## src/rtl/baccarat_fsm_if.sv

```systemverilog
// Card-table control bundle: datapath scores in, card load strobes and result lights out.
// master is the sequencer side; slave is the card/score datapath side.
interface baccarat_fsm_if;
  logic [3:0] pscore;
  logic [3:0] dscore;
  logic [3:0] pcard3;
  logic       load_pcard1;
  logic       load_pcard2;
  logic       load_pcard3;
  logic       load_dcard1;
  logic       load_dcard2;
  logic       load_dcard3;
  logic       player_win_light;
  logic       dealer_win_light;
  logic       hand_done;

  modport master (
    input  pscore, dscore, pcard3,
    output load_pcard1, load_pcard2, load_pcard3,
    output load_dcard1, load_dcard2, load_dcard3,
    output player_win_light, dealer_win_light, hand_done
  );

  modport slave (
    output pscore, dscore, pcard3,
    input  load_pcard1, load_pcard2, load_pcard3,
    input  load_dcard1, load_dcard2, load_dcard3,
    input  player_win_light, dealer_win_light, hand_done
  );
endinterface

```

## src/rtl/baccarat_fsm.sv

```systemverilog
// Baccarat hand sequencer: one load strobe per state, Moore outputs one cycle after each edge.
// No backpressure; DONE holds until resetb, lights track live scores while in DONE.
module baccarat_fsm (
  input  logic           slow_clock,
  input  logic           resetb,
  baccarat_fsm_if.master bus
);

  typedef enum logic [3:0] {
    IDLE, P1, D1, P2, D2, CHK, P3, CHKD, D3, DONE
  } state_t;

  state_t state, state_nxt;

  // Banker third-card table; face cards and tens count as zero.
  function automatic logic dealer_draws(input logic [3:0] ds, input logic [3:0] pc);
    logic [3:0] v;
    logic       draw;
    v    = (pc <= 4'd9) ? pc : 4'd0;
    draw = 1'b0;
    case (ds)
      4'd0, 4'd1, 4'd2: draw = 1'b1;
      4'd3:             draw = (v != 4'd8);
      4'd4:             draw = (v >= 4'd2) && (v <= 4'd7);
      4'd5:             draw = (v >= 4'd4) && (v <= 4'd7);
      4'd6:             draw = (v == 4'd6) || (v == 4'd7);
      default:          draw = 1'b0;
    endcase
    return draw;
  endfunction

  always_ff @(posedge slow_clock or negedge resetb) begin
    if (!resetb) state <= IDLE;
    else         state <= state_nxt;
  end

  always_comb begin
    state_nxt = state;
    case (state)
      IDLE: state_nxt = P1;
      P1:   state_nxt = D1;
      D1:   state_nxt = P2;
      P2:   state_nxt = D2;
      D2:   state_nxt = CHK;
      CHK: begin
        if (bus.pscore >= 4'd8 || bus.dscore >= 4'd8) state_nxt = DONE;
        else if (bus.pscore <= 4'd5)                   state_nxt = P3;
        else if (bus.dscore <= 4'd5)                   state_nxt = D3;
        else                                           state_nxt = DONE;
      end
      P3:   state_nxt = CHKD;
      CHKD: state_nxt = dealer_draws(bus.dscore, bus.pcard3) ? D3 : DONE;
      D3:   state_nxt = DONE;
      DONE: state_nxt = DONE;
      default: state_nxt = IDLE;
    endcase
  end

  always_comb begin
    bus.load_pcard1      = (state == P1);
    bus.load_dcard1      = (state == D1);
    bus.load_pcard2      = (state == P2);
    bus.load_dcard2      = (state == D2);
    bus.load_pcard3      = (state == P3);
    bus.load_dcard3      = (state == D3);
    bus.hand_done        = (state == DONE);
    bus.player_win_light = 1'b0;
    bus.dealer_win_light = 1'b0;
    if (state == DONE) begin
      bus.player_win_light = (bus.pscore >= bus.dscore);
      bus.dealer_win_light = (bus.dscore >= bus.pscore);
    end
  end

endmodule

```

## src/flat_wrapper.sv

```systemverilog
// flat-port wrapper written by rule: the top's interface ports become plain ports
module baccarat_fsm_flat 
  (slow_clock, resetb, bus_pscore, bus_dscore, bus_pcard3, bus_load_pcard1, bus_load_pcard2, bus_load_pcard3, bus_load_dcard1, bus_load_dcard2, bus_load_dcard3, bus_player_win_light, bus_dealer_win_light, bus_hand_done);
  baccarat_fsm_if bus_i ();
  input  logic slow_clock;
  input  logic resetb;
  input wire logic [$bits(bus_i.pscore)-1:0] bus_pscore;
  input wire logic [$bits(bus_i.dscore)-1:0] bus_dscore;
  input wire logic [$bits(bus_i.pcard3)-1:0] bus_pcard3;
  output wire logic [$bits(bus_i.load_pcard1)-1:0] bus_load_pcard1;
  output wire logic [$bits(bus_i.load_pcard2)-1:0] bus_load_pcard2;
  output wire logic [$bits(bus_i.load_pcard3)-1:0] bus_load_pcard3;
  output wire logic [$bits(bus_i.load_dcard1)-1:0] bus_load_dcard1;
  output wire logic [$bits(bus_i.load_dcard2)-1:0] bus_load_dcard2;
  output wire logic [$bits(bus_i.load_dcard3)-1:0] bus_load_dcard3;
  output wire logic [$bits(bus_i.player_win_light)-1:0] bus_player_win_light;
  output wire logic [$bits(bus_i.dealer_win_light)-1:0] bus_dealer_win_light;
  output wire logic [$bits(bus_i.hand_done)-1:0] bus_hand_done;
  assign bus_i.pscore = bus_pscore;
  assign bus_i.dscore = bus_dscore;
  assign bus_i.pcard3 = bus_pcard3;
  assign bus_load_pcard1 = bus_i.load_pcard1;
  assign bus_load_pcard2 = bus_i.load_pcard2;
  assign bus_load_pcard3 = bus_i.load_pcard3;
  assign bus_load_dcard1 = bus_i.load_dcard1;
  assign bus_load_dcard2 = bus_i.load_dcard2;
  assign bus_load_dcard3 = bus_i.load_dcard3;
  assign bus_player_win_light = bus_i.player_win_light;
  assign bus_dealer_win_light = bus_i.dealer_win_light;
  assign bus_hand_done = bus_i.hand_done;
  baccarat_fsm u_core (.slow_clock(slow_clock), .resetb(resetb), .bus(bus_i));
endmodule
```

## config.mk

```make
export PLATFORM = sky130hd
export DESIGN_NAME = baccarat_fsm_flat
export DESIGN_NICKNAME = d
export VERILOG_FILES = /design/src/rtl/baccarat_fsm_if.sv /design/src/rtl/baccarat_fsm.sv /design/src/flat_wrapper.sv
export SDC_FILE = /design/constraint.sdc
export NUM_CORES = 1
export LEC_CHECK = 0
export BUFFER_PORTS_ARGS = -buffer_cell sky130_fd_sc_hd__buf_2
export CAP_MARGIN = 20
export CORE_AREA = 8 8 45 47
export DETAILED_ROUTE_END_ITERATION = 6
export DIE_AREA = 0 0 53 55
export SLEW_MARGIN = 10
export SYNTH_ARGS = -nofsm -noshare
export SYNTH_HDL_FRONTEND = slang
export SYNTH_SLANG_ARGS = --single-unit
```

## constraint.sdc

```tcl
create_clock -name slow_clock -period 3.1 [get_ports slow_clock]
set_clock_uncertainty 0.05 [all_clocks]
set_input_delay 0.155 -clock slow_clock [delete_from_list [all_inputs] [get_ports slow_clock]]
set_output_delay 0.155 -clock slow_clock [all_outputs]
set_load 0.02 [all_outputs]
```

==> summary.txt <==
Status
  – Outcome: complete, no violations

Clock network
  – CTS H-tree lvls: 1
  – Clk slew on worst S/H paths: 0.04 ns
  – CTS Sinks: 4
  – CTS tree: yes
  – Worst-Skew Late Latency: 0.24 ns
  – CTS buffer count: 3
  – CTS Buffer Depth: 2
  – Post-CTS Setup Bufs: 0
  – Root buffer cell: clkbuf_4

Route
  – Post-route DRC: 0
  – Via density: 5.04
  – Post-route ant nets: 0
  – Initial DRT Pass Iterations: 4
  – Post-DR wirelength/cell: 11.2 microns
  – Routed via count: 484
  – Final wirelength: 1.08 mm
  – First DRT Iteration DRCs: 7

Critical path
  – Setup crit end kind: primary output
  – Worst-path fanout max: 8
  – CP peak stage delay: 0.46 ns
  – CP Data Arrival Time: 1.54 ns
  – Reg2reg path depth: 4
  – Critical path depth in cells: 3
  – CP startpoint kind: flip-flop
  – CP max-delay cell: dfrtp_1
  – Worst path top cell family by delay: flip-flops
  – Critical path class: flip-flop to primary output
  – CP required: 2.89 ns
  – Critical path cell sequence: or2b_1 -> o41ai_2 -> buf_2
  – CP bufs+invs: 1

Finish
  – Multi-input logic area: 299 sq um
  – Final non-filler cell total: 96
  – Largest Register: u_core.state
  – Most common cell after layout, fill and taps aside: buf_2
  – Fin nets: 100
  – Synthesis-to-layout area growth: 37.0%
  – Register area: 100 sq um
  – Top flop regs: u_core.state (4)
  – Fill cells: 140
  – Layout cells sized above 1: 35.0%
  – Most frequent cells in the layout: 22 x buf_2, 8 x nor2_1, 6 x inv_1
  – Ant. Diodes: 0
  – Largest register FFs: 4

Synthesis
  – Synthesized area: 427 sq um
  – Syn avg cell area: 7.76 sq um
  – Seq cells post-synth: 4
  – Register area share after synthesis: 23.5%
  – Syn Nets: 73
  – Syn Inst Count: 55
  – Synth cell types: 26
  – Main area contributors after synthesis: dfrtp_1 23%, ha_1 12%, nor2_1 7.0%, nor3_1 5.9%, inv_1 5.3%
  – YS warnings: 0
  – Leading area contributor after synthesis: dfrtp_1
  – Top-area cell type share of the netlist area: 23.5%

Timing
  – Least-Margin Pin Slew: 0.341 ns
  – Min Tclk post-route: 1.74 ns
  – Final hold violations: 0
  – Rel. slew slack: 76.7%
  – Highest Clock Rate: 0.575 GHz
  – Final Setup Violations: 0
  – Setup TNS Final: 0 ns
  – RSZ-0062 raised after global routing: false
  – Final Max Tran Viols: 0
  – Part of the cycle the worst path needs: 56.1%

Power
  – P_leak: 0.318 nW
  – Maximum vdd ir drop: 0.000173 V
  – Power per cell area: 656 nW/um^2

Global route
  – Antenna violations before repair: 0
  – Grt ovf: 0
  – Vias in the first global route: 483
  – GRT Util Overall: 8.15%
  – First-pass GRT wire length: 1.86 mm
  – Largest net degree at the start of global routing: 10

Die
  – Initial core utilization: 30.8%
  – Core footprint: 1380 sq um
  – Total Die Area: 2920 sq um
  – Die H: 55 microns
  – DIE WIDTH: 53 microns
  – Ports: 23
  – Num rows: 14

Placement
  – IO Port Bufs: 22
  – DP Wirelength: 908 microns
  – GPL Wtd Cong: 0.880
  – Cells after DPL: 92

Worst hold path
  – Hold crit path type: input pin to async pin

Run
  – Max cap viols: 0
## metal layers
metal | vias to the layer above | part of all wire [%] | track usage [%]
met3 | 2 | 4.7 | 1.34
met4 | 0 | 2.1 | 6.47
met2 | 11 | 51 | 14.1
li1 | 253 | - | -
met5 | - | 0 | 0
met1 | 218 | 42 | 8.69
## synth_stat cells (all sizes together)
cell,instances
o21a,2
o21ai,3
a211o,1
inv,6
o41ai,1
a311o,1
and4,1
a21o,2
nor4b,1
nor2b,1
nand2b,2
o22ai,1
nor3,5
nor2,9
a2111oi,1
a21oi,2
ha,4
dfrtp,4
o31a,1
o31ai,1
nand2,2
or2b,2
buf,1
a31oi,1
## per-stage QoR
step / hold WS, ns / utilization, % / total power, mW / cell area [sq um] / worst slack (ns)
3_3_place_gp: -0.0862 / 39.9 / 0.321 / 552 / 1.44
5_1_grt: 0.218 / 42.2 / 0.421 / 584 / 1.29
4_1_cts: 0.201 / 42.2 / 0.390 / 584 / 1.34
6_report: 0.201 / 42.2 / 0.383 / 584 / 1.36
2_1_floorplan: -0.191 / - / 0.261 / 427 / 1.52
3_5_place_dp: -0.0859 / 39.9 / 0.320 / 552 / 1.42
## worst register-to-register path, cell delays in order (launching register included)
cell     delay (ns)
dfrtp_1        0.44
or2b_2         0.24
nor2_1         0.05
a311o_1        0.35
a21o_1         0.15
## cell families (layout without fill, tap and decap cells)
group	count (synthesis)	in the layout	share of synthesized area, %
and+or+nand+nor	23	23	28.4
AOI/OAI and AO/OA	17	17	29.9
buffers and inverters	7	32	6.45
adders and majority gates	4	4	11.7
DFF	4	4	23.5
## path summary, 6_finish.rpt
| kind | startpoint | to | slack, ns |
|---|---|---|---|
| setup / recovery | u_core.state[3] | bus_dealer_win_light | 1.36 |
| hold / removal | resetb | u_core.state[1] | 0.20 |
| setup reg to reg | u_core.state[2] | u_core.state[0] | 1.72 |
| hold reg to reg | u_core.state[3] | u_core.state[1] | 0.51 |
| max in group asynchronous | resetb | u_core.state[3] | 2.68 |
| min in group slow_clock | bus_dscore[3] | u_core.state[0] | 0.25 |
## power breakdown
| part | switching, mW | internal [mW] | total (mW) |
|---|---|---|---|
| Sequential | 0.0399 | 0.0744 | 0.114 |
| Combinational | 0.117 | 0.0867 | 0.204 |
| Clock | 0.0218 | 0.0433 | 0.0652 |
| Total | 0.179 | 0.204 | 0.383 |
## cell type report
class                      instances  area share (%)
timing repair buffer              23            20.6
clock buffer                       3            3.85
tap                               16            3.43
multi-input combinational         44            51.2
sequential                         4            17.1
inverter                           6            3.85
## what timing repair did
item | CTS | global route
hold buffers | 1 | 0
gates resized for setup | 0 | 0
endpoints found under the hold margin | 4 | 0
Note: power is estimated with default switching activity, not from simulation.
